$ cat config.mk
export PLATFORM = sky130hd
export DESIGN_NAME = shift_chain_ctrl
export DESIGN_NICKNAME = d
export VERILOG_FILES = /design/src/rtl/shift_chain_ctrl.sv
export SDC_FILE = /design/constraint.sdc
export NUM_CORES = 1
export LEC_CHECK = 0
export CORE_MARGIN = 2
export CORE_UTILIZATION = 35
export CTS_CLUSTER_SIZE = 12
export DETAILED_ROUTE_END_ITERATION = 6
export GPL_TIMING_DRIVEN = 1
export PLACE_DENSITY = 0.63
export SYNTH_ARGS = -nofsm -noshare
export SYNTH_HDL_FRONTEND = slang
export SYNTH_SLANG_ARGS = --single-unit
export TNS_END_PERCENT = 5
$ cat constraint.sdc
create_clock -name CLK -period 5.1 [get_ports CLK]
set_input_delay 1.02 -clock CLK [delete_from_list [all_inputs] [get_ports CLK]]
set_output_delay 1.02 -clock CLK [all_outputs]
set_load 0.005 [all_outputs]
$ cat src/rtl/shift_chain_ctrl.sv
// shift_chain_ctrl: frame controller for a serial chain of capture stages.
// Accepts a WIDTH-bit word over valid/ready, shifts it MSB-first out on sdo
// while sampling the chain tail on sdi, then pulses latch/rd_valid once.
// Static mode sends one frame per word; dynamic mode re-sends the held word.
//
// Ports:
//   CLK, RST            clock, synchronous active-high reset
//   load_valid/ready    word handshake; ready only while IDLE
//   load_data[WIDTH]    word to shift into the chain
//   mode_dyn            0=static, 1=dynamic re-send (sampled in IDLE only)
//   sdo, shift_en       serial data to chain head and stage-advance enable
//   sdi                 serial data from chain tail
//   latch               one-cycle update strobe to chain outputs
//   rd_data, rd_valid   readback of previous chain contents, one-cycle valid
//   busy                controller is not IDLE
module shift_chain_ctrl #(
  parameter int WIDTH = 16,
  parameter int GAP   = 2
) (
  input  logic             CLK,
  input  logic             RST,
  input  logic             load_valid,
  output logic             load_ready,
  input  logic [WIDTH-1:0] load_data,
  input  logic             mode_dyn,
  output logic             sdo,
  output logic             shift_en,
  input  logic             sdi,
  output logic             latch,
  output logic [WIDTH-1:0] rd_data,
  output logic             rd_valid,
  output logic             busy
);

  typedef enum logic [1:0] {
    S_IDLE  = 2'd0,
    S_SHIFT = 2'd1,
    S_LATCH = 2'd2,
    S_GAP   = 2'd3
  } state_t;

  localparam int CW       = $clog2(WIDTH);
  localparam int GW       = (GAP > 1) ? $clog2(GAP) : 1;
  localparam int GAP_LAST = (GAP > 0) ? GAP - 1 : 0;
  localparam logic [CW-1:0] CNT_LAST  = CW'(WIDTH - 1);
  localparam logic [GW-1:0] GCNT_LAST = GW'(GAP_LAST);

  state_t           state_q, state_d;
  logic [WIDTH-1:0] sreg_q, sreg_d;
  logic [WIDTH-1:0] rx_q, rx_d;
  logic [WIDTH-1:0] hold_q, hold_d;
  logic [WIDTH-1:0] rd_data_q, rd_data_d;
  logic [CW-1:0]    bit_cnt_q, bit_cnt_d;
  logic [GW-1:0]    gap_cnt_q, gap_cnt_d;
  logic             have_word_q, have_word_d;
  logic             sdo_q, sdo_d;
  logic             shift_en_q, shift_en_d;
  logic             latch_q, latch_d;
  logic             rd_valid_q, rd_valid_d;

  logic             start;
  logic [WIDTH-1:0] start_word;
  logic [WIDTH-1:0] rx_next;

  // A fresh word always wins over a dynamic re-send of the held word.
  assign start      = (state_q == S_IDLE) && (load_valid || (mode_dyn && have_word_q));
  assign start_word = load_valid ? load_data : hold_q;
  assign rx_next    = {rx_q[WIDTH-2:0], sdi};

  // State register
  always_ff @(posedge CLK) begin
    if (RST) begin
      state_q     <= S_IDLE;
      sreg_q      <= '0;
      rx_q        <= '0;
      hold_q      <= '0;
      rd_data_q   <= '0;
      bit_cnt_q   <= '0;
      gap_cnt_q   <= '0;
      have_word_q <= 1'b0;
      sdo_q       <= 1'b0;
      shift_en_q  <= 1'b0;
      latch_q     <= 1'b0;
      rd_valid_q  <= 1'b0;
    end else begin
      state_q     <= state_d;
      sreg_q      <= sreg_d;
      rx_q        <= rx_d;
      hold_q      <= hold_d;
      rd_data_q   <= rd_data_d;
      bit_cnt_q   <= bit_cnt_d;
      gap_cnt_q   <= gap_cnt_d;
      have_word_q <= have_word_d;
      sdo_q       <= sdo_d;
      shift_en_q  <= shift_en_d;
      latch_q     <= latch_d;
      rd_valid_q  <= rd_valid_d;
    end
  end

  // Next-state logic
  always_comb begin
    state_d = state_q;
    case (state_q)
      S_IDLE:  if (start) state_d = S_SHIFT;
      S_SHIFT: if (bit_cnt_q == CNT_LAST) state_d = S_LATCH;
      S_LATCH: begin
        if (GAP > 0) state_d = S_GAP;
        else         state_d = S_IDLE;
      end
      S_GAP:   if (gap_cnt_q == GCNT_LAST) state_d = S_IDLE;
      default: state_d = S_IDLE;
    endcase
  end

  // Registered outputs and datapath. Strobes are computed one cycle ahead so
  // that they line up with the state they belong to.
  always_comb begin
    sreg_d      = sreg_q;
    rx_d        = rx_q;
    hold_d      = hold_q;
    rd_data_d   = rd_data_q;
    bit_cnt_d   = bit_cnt_q;
    gap_cnt_d   = gap_cnt_q;
    have_word_d = have_word_q;
    sdo_d       = 1'b0;
    shift_en_d  = 1'b0;
    latch_d     = 1'b0;
    rd_valid_d  = 1'b0;

    case (state_q)
      S_IDLE: begin
        if (start) begin
          sreg_d     = start_word;
          sdo_d      = start_word[WIDTH-1];
          shift_en_d = 1'b1;
          bit_cnt_d  = '0;
          if (load_valid) begin
            hold_d      = load_data;
            have_word_d = 1'b1;
          end
        end
      end
      S_SHIFT: begin
        rx_d = rx_next;
        if (bit_cnt_q == CNT_LAST) begin
          rd_data_d  = rx_next;
          latch_d    = 1'b1;
          rd_valid_d = 1'b1;
        end else begin
          // sreg_q[WIDTH-1] is on the wire now; present the next bit.
          sreg_d     = sreg_q << 1;
          sdo_d      = sreg_q[WIDTH-2];
          shift_en_d = 1'b1;
          bit_cnt_d  = bit_cnt_q + 1'b1;
        end
      end
      S_LATCH: gap_cnt_d = '0;
      S_GAP:   gap_cnt_d = gap_cnt_q + 1'b1;
      default: ;
    endcase
  end

  // Output decode: only ready/busy are combinational from state.
  always_comb begin
    load_ready = (state_q == S_IDLE);
    busy       = (state_q != S_IDLE);
  end

  assign sdo      = sdo_q;
  assign shift_en = shift_en_q;
  assign latch    = latch_q;
  assign rd_data  = rd_data_q;
  assign rd_valid = rd_valid_q;

endmodule

==> results.sh, run 1 <==
export IMPL_synth_distinct_cells=28
export IMPL_timing_final_crit_period_ns=3.01
export IMPL_grt_max_degree=74
export IMPL_min_path_type="reg -> reg"
export IMPL_firstDrtPassIters=4
export IMPL_cts_buffers=9
export IMPL_finalHoldViolCount=0
export IMPL_holdBufCountCts=0
export IMPL_total_power_mw=1.59
export IMPL_finalSetupViolCount=0
export IMPL_cts_root_buf="clkbuf_8"
export IMPL_io_pins=43
export IMPL_core_area_mm2=0.00830
export IMPL_cp_start_kind="flip-flop"
export IMPL_synth_top_family_by_area="simple AND/OR/NAND/NOR gates"
export IMPL_wl_per_cell_um=11.8
export IMPL_cts_setup_buffers=0
export IMPL_stdcell_area_mm2=0.00365
export IMPL_drv_slew=0
export IMPL_grt_pass1_wl_um=10100
export IMPL_start_util=0.364
export IMPL_place_area_mm2=0.00345
export IMPL_synth_seq_cells=73
export IMPL_via_count=2368
export IMPL_critical_path_required_ns=5.29
export IMPL_cts_tree="built"
export IMPL_synth_common_cells="nand2_1, dfxtp_1, mux2i_1"
export IMPL_nFillCells=808
export IMPL_die_w_um=96.9
export IMPL_rsz0062_at_grt="no"
export IMPL_layout_setup_ws_ns=2.09
export IMPL_die_area_mm2=0.00939
export IMPL_endpoint_kind="flip-flop"
export IMPL_skew_ns=0.00857
export IMPL_fin_nets=410
export IMPL_grt_pass1_vias=2225
export IMPL_finalWirelength_um=5830
export IMPL_cts_sinks=73
export IMPL_cts_resized=0
export IMPL_synth_nets=380
export IMPL_area_delta_synth_final_pct=20.8
export IMPL_cts_reportedPaths_clkPinSlew_ns=0.07
export IMPL_synth_top_area_frac=0.484
export IMPL_p_leak_nw=1.36
export IMPL_worstMarginPinSlew_ns=0.869
export IMPL_vdd_drop_max_mv=0.142
export IMPL_drv_cap=0
export IMPL_antenna_left=0
export IMPL_yosysSeqAreaShare=0.484
export IMPL_finalCritPeriodShare=0.591
export IMPL_drive_above_1_share=0.0566
export IMPL_post_dp_hpwl_um=3640
export IMPL_gp_congestion=0.705
export IMPL_grt_use_total=0.130
export IMPL_critPathKind="reg -> reg"
export IMPL_muxShareOfSynthArea=0.146
export IMPL_syn_inst=354
export IMPL_tns_ns=0
export IMPL_fmax_ghz=0.332
export IMPL_synth_cell_area_mm2=0.00302
export IMPL_synth_edff_count=0
export IMPL_worstSkewPairLatency_ns=0.34
export IMPL_post_synth_top_count_cell="nand2_1"
export IMPL_grt_ovfl_total=0
export IMPL_yosys_most_used_dff="dfxtp_1"
export IMPL_fin_util=0.440
export IMPL_dpl_cell_count=478
export IMPL_hold_ws_ns=0.455
export IMPL_yosys_warnings=0
export IMPL_fin_cells=494
export IMPL_synth_compound_area_share=0.108
export IMPL_die_y_um=96.9
export IMPL_rows=33
export IMPL_yosys_top_cells_area="dfxtp_1, mux2i_1, nand2_1"
export IMPL_pre_cts_slack_ns=1.84
export IMPL_htree_levels=3
export IMPL_cp_data_arrival_time_ns=3.21
export IMPL_synth_simple_area_share=0.192
export IMPL_drt_iter0_markers=96
export IMPL_yosys_area_share_xor_xnor=0
export IMPL_avgSynthCellArea_um2=8.53
export IMPL_numPortBuffers=42
export IMPL_viasPerCell=4.79
export IMPL_n_antenna_cell=0
export IMPL_yosysTopAreaCell="dfxtp_1"
export IMPL_synth_adder_area_share=0.0207
export IMPL_powerDensity_mw_per_mm2=435
export IMPL_cp_max_fo=52
export IMPL_antenna_found_initial=0
export IMPL_synthArstFlopShare=0
export IMPL_clock_tree_buffer_depth=2
export IMPL_drc=0
export IMPL_outcome="completed"
export IMPL_relSlewSlack=0.421
-- layout by cell type, fill, tap and decap left out, types with 2 or more instances in the layout --
master           instances
buf_4                    3
clkbuf_8                 9
a31oi_1                  2
mux2i_1                 44
dfxtp_1                 73
clkdlybuf4s50_1         41
and2_1                   2
o21ai_0                 16
clkinv_2                 2
a21oi_1                 40
nand2b_1                 3
inv_1                    3
ha_1                     4
nand4_1                  2
nand2_1                 87
nor2_1                  36
nand3_1                  4
clkinvlp_4               3
-- area by class of cell --
cell class / instances / area, um2 / share of cell area
repair buffers: 45 / 438 / 0.120
flip-flops and latches: 73 / 1460 / 0.401
multi-input cells: 252 / 1410 / 0.387
clock inverters: 7 / 71.3 / 0.0195
inverters: 3 / 11.3 / 0.00309
well taps: 105 / 131 / 0.0360
clock buffers: 9 / 124 / 0.0340
-- worst paths after layout --
check / startpoint / endpoint / slack, ns / depth (start not counted)
worst max-delay path: state_q[1] / sreg_q[5] / 2.09 / 7
worst min-delay path: hold_q[10] / hold_q[10] / 0.45 / 2
worst max register to register: state_q[1] / sreg_q[5] / 2.09 / 7
worst min register to register: hold_q[10] / hold_q[10] / 0.45 / 2
-- registers in the layout, summed over array words and instances (netlist names) --
name / flops
hold_q: 16
rd_data: 16
rx_q: 15
sreg_q: 15
bit_cnt_q: 4
state_q: 2
gap_cnt_q: 1
have_word_q: 1
rd_valid: 1
sdo: 1
shift_en: 1
-- report_power, final --
group	total [mW]	internal (mW)	switching (mW)
clock network	0.439	0.225	0.214
logic	0.463	0.199	0.264
registers	0.684	0.644	0.0402
-- metal layers --
metal  global-route usage  wire (um)
met3               0.0267        191
met5                    0          0
met1                0.163       2880
met4               0.0715        116
met2                0.208       2650
-- kinds of logic (layout without fill, tap and decap cells) --
kind of cell	Yosys count	count (layout)
fa+ha+maj	5	5
flops	73	73
compound gates	62	62
simple gates	141	141
buf+inv	29	64
mux	44	44
-- critical path, stage by stage, from the launching register on --
cell	delay, ns
dfxtp_1	0.34
inv_1	0.10
ha_2	0.16
buf_4	0.46
and4_1	0.71
a211o_1	0.75
mux2i_1	0.27
nor2_1	0.06
Note: power is estimated with default switching activity, not from simulation.
==> inputs of run 2 (changes only) <==
clock period = 3 ns   (was 5.1 ns; I/O delays follow)
==> run 2 against run 1 <==
Clock skew about the same. Sequential share of layout area down 0.31 points. Global-route usage rose by 0.43 points. Utilization rose by 0.35 points. Count of clock-buffer cells in the layout up 4. Total power up 71%.
==> results.sh, run 2 (synthesis gave the netlist of run 1 again) <==
export IMPL_outcome="completed"
export IMPL_crit_chain="inv_1, ha_1, clkdlybuf4s50_1"
export IMPL_relSlewSlack=0.569
export IMPL_cts_buffers=9
export IMPL_finalHoldViolCount=0
export IMPL_drv_slew=0
export IMPL_antenna_found_initial=0
export IMPL_grt_use_total=0.134
export IMPL_nFillCells=819
export IMPL_cp_max_fo=11
export IMPL_rsz0062_at_grt="no"
export IMPL_dpl_cell_count=481
export IMPL_critPathKind="reg -> out"
export IMPL_endpoint_kind="output port"
export IMPL_cts_tree="built"
export IMPL_place_area_mm2=0.00349
export IMPL_antenna_left=0
export IMPL_grt_ovfl_total=0
export IMPL_finalWirelength_um=6040
export IMPL_drive_above_1_share=0.0561
export IMPL_drv_cap=0
export IMPL_cts_root_buf="clkbuf_8"
export IMPL_max_stage_delay_ns=0.58
export IMPL_tns_ns=0
export IMPL_cp_slowest_cell="clkdlybuf4s50_1"
export IMPL_cp_start_kind="flip-flop"
export IMPL_hold_ws_ns=0.455
export IMPL_cts_setup_buffers=0
export IMPL_io_pins=43
export IMPL_start_util=0.364
export IMPL_htree_levels=3
export IMPL_grt_max_degree=74
export IMPL_worstMarginPinSlew_ns=0.646
export IMPL_fin_cells=497
export IMPL_post_dp_hpwl_um=3940
export IMPL_fin_util=0.443
export IMPL_rows=33
export IMPL_cts_sinks=73
export IMPL_finalCritPeriodShare=0.788
export IMPL_cts_resized=0
export IMPL_via_count=2372
export IMPL_firstDrtPassIters=4
export IMPL_stdcell_area_mm2=0.00368
export IMPL_powerDensity_mw_per_mm2=739
export IMPL_p_leak_nw=1.39
export IMPL_grt_pass1_wl_um=10500
export IMPL_ff2ff_setup_slack_ns=0.80
export IMPL_finalSetupViolCount=0
export IMPL_wl_per_cell_um=12.2
export IMPL_critical_path_required_ns=2.40
export IMPL_skew_ns=0.00867
export IMPL_numPortBuffers=42
export IMPL_cp_data_arrival_time_ns=1.76
export IMPL_vdd_drop_max_mv=0.263
export IMPL_die_y_um=96.9
export IMPL_timing_final_crit_period_ns=2.36
export IMPL_worstSkewPairLatency_ns=0.34
export IMPL_final_common_cell="nand2_1"
export IMPL_fin_nets=413
export IMPL_drc=0
export IMPL_min_path_type="reg -> reg"
export IMPL_fmax_ghz=0.423
export IMPL_cts_reportedPaths_clkPinSlew_ns=0.07
export IMPL_drt_iter0_markers=78
export IMPL_viasPerCell=4.77
export IMPL_core_area_mm2=0.00830
export IMPL_die_w_um=96.9
export IMPL_holdBufCountCts=0
export IMPL_n_antenna_cell=0
export IMPL_path_buf_inv=2
export IMPL_mostFrequentLayoutCells="nand2_1, dfxtp_1, mux2i_1"
export IMPL_die_area_mm2=0.00939
export IMPL_area_delta_synth_final_pct=21.7
export IMPL_gp_congestion=0.706
export IMPL_grt_pass1_vias=2291
export IMPL_cpLargestDelayFamily="buffers and inverters"
export IMPL_clock_tree_buffer_depth=2
==> run 2: cell count changes in the layout (fill, tap and decap cells not counted), sizes merged <==
| cell | previous run | this run |
|---|---|---|
| clkinvlp | 3 | 0 |
| clkbuf | 9 | 13 |
| buf | 4 | 7 |
| clkinv | 3 | 2 |
==> run 2: final cells by class <==
cell class | instances | area, um2 | area share
sequential | 73 | 1460 | 0.397
inverter | 3 | 11.3 | 0.00306
tap | 105 | 131 | 0.0357
clock inverter | 3 | 40.0 | 0.0109
clock buffer | 13 | 149 | 0.0405
multi-input combinational | 252 | 1410 | 0.384
timing repair buffer | 48 | 473 | 0.129
==> run 2: path summary, 6_finish.rpt <==
| kind | cells after the start | start | endpoint |
|---|---|---|---|
| hold / removal | 2 | hold_q[9] | hold_q[9] |
| hold reg to reg | 2 | hold_q[9] | hold_q[9] |
| setup / recovery | 3 | state_q[0] | load_ready |
| setup reg to reg | 7 | state_q[1] | sreg_q[7] |
==> run 2: layer usage <==
| layer | routed length (um) | GRT usage |
|---|---|---|
| met1 | 2990 | 0.174 |
| met2 | 2770 | 0.207 |
| met3 | 185 | 0.0332 |
| met4 | 94 | 0.0683 |
| met5 | 0 | 0 |
==> run 2: worst min-delay path: cells and delay by family (launching register included) <==
kind             cells  cell delay (ns)
AND/OR/NAND/NOR      1             0.05
AO/OA/AOI/OAI        1             0.05
flip-flops           1             0.31
==> run 2: report_power, final <==
group / internal, mW / switching [mW] / total [mW]
registers: 1.10 / 0.0690 / 1.16
logic: 0.353 / 0.456 / 0.809
clock network: 0.406 / 0.341 / 0.746
==> run 2: per-stage QoR <==
step	power (mW)	setup WS [ns]
after floorplan	1.83	1.20
after global placement	1.98	0.697
after detailed placement	2.00	0.622
after CTS	2.75	0.610
after global routing	2.88	0.493
final	2.72	0.637
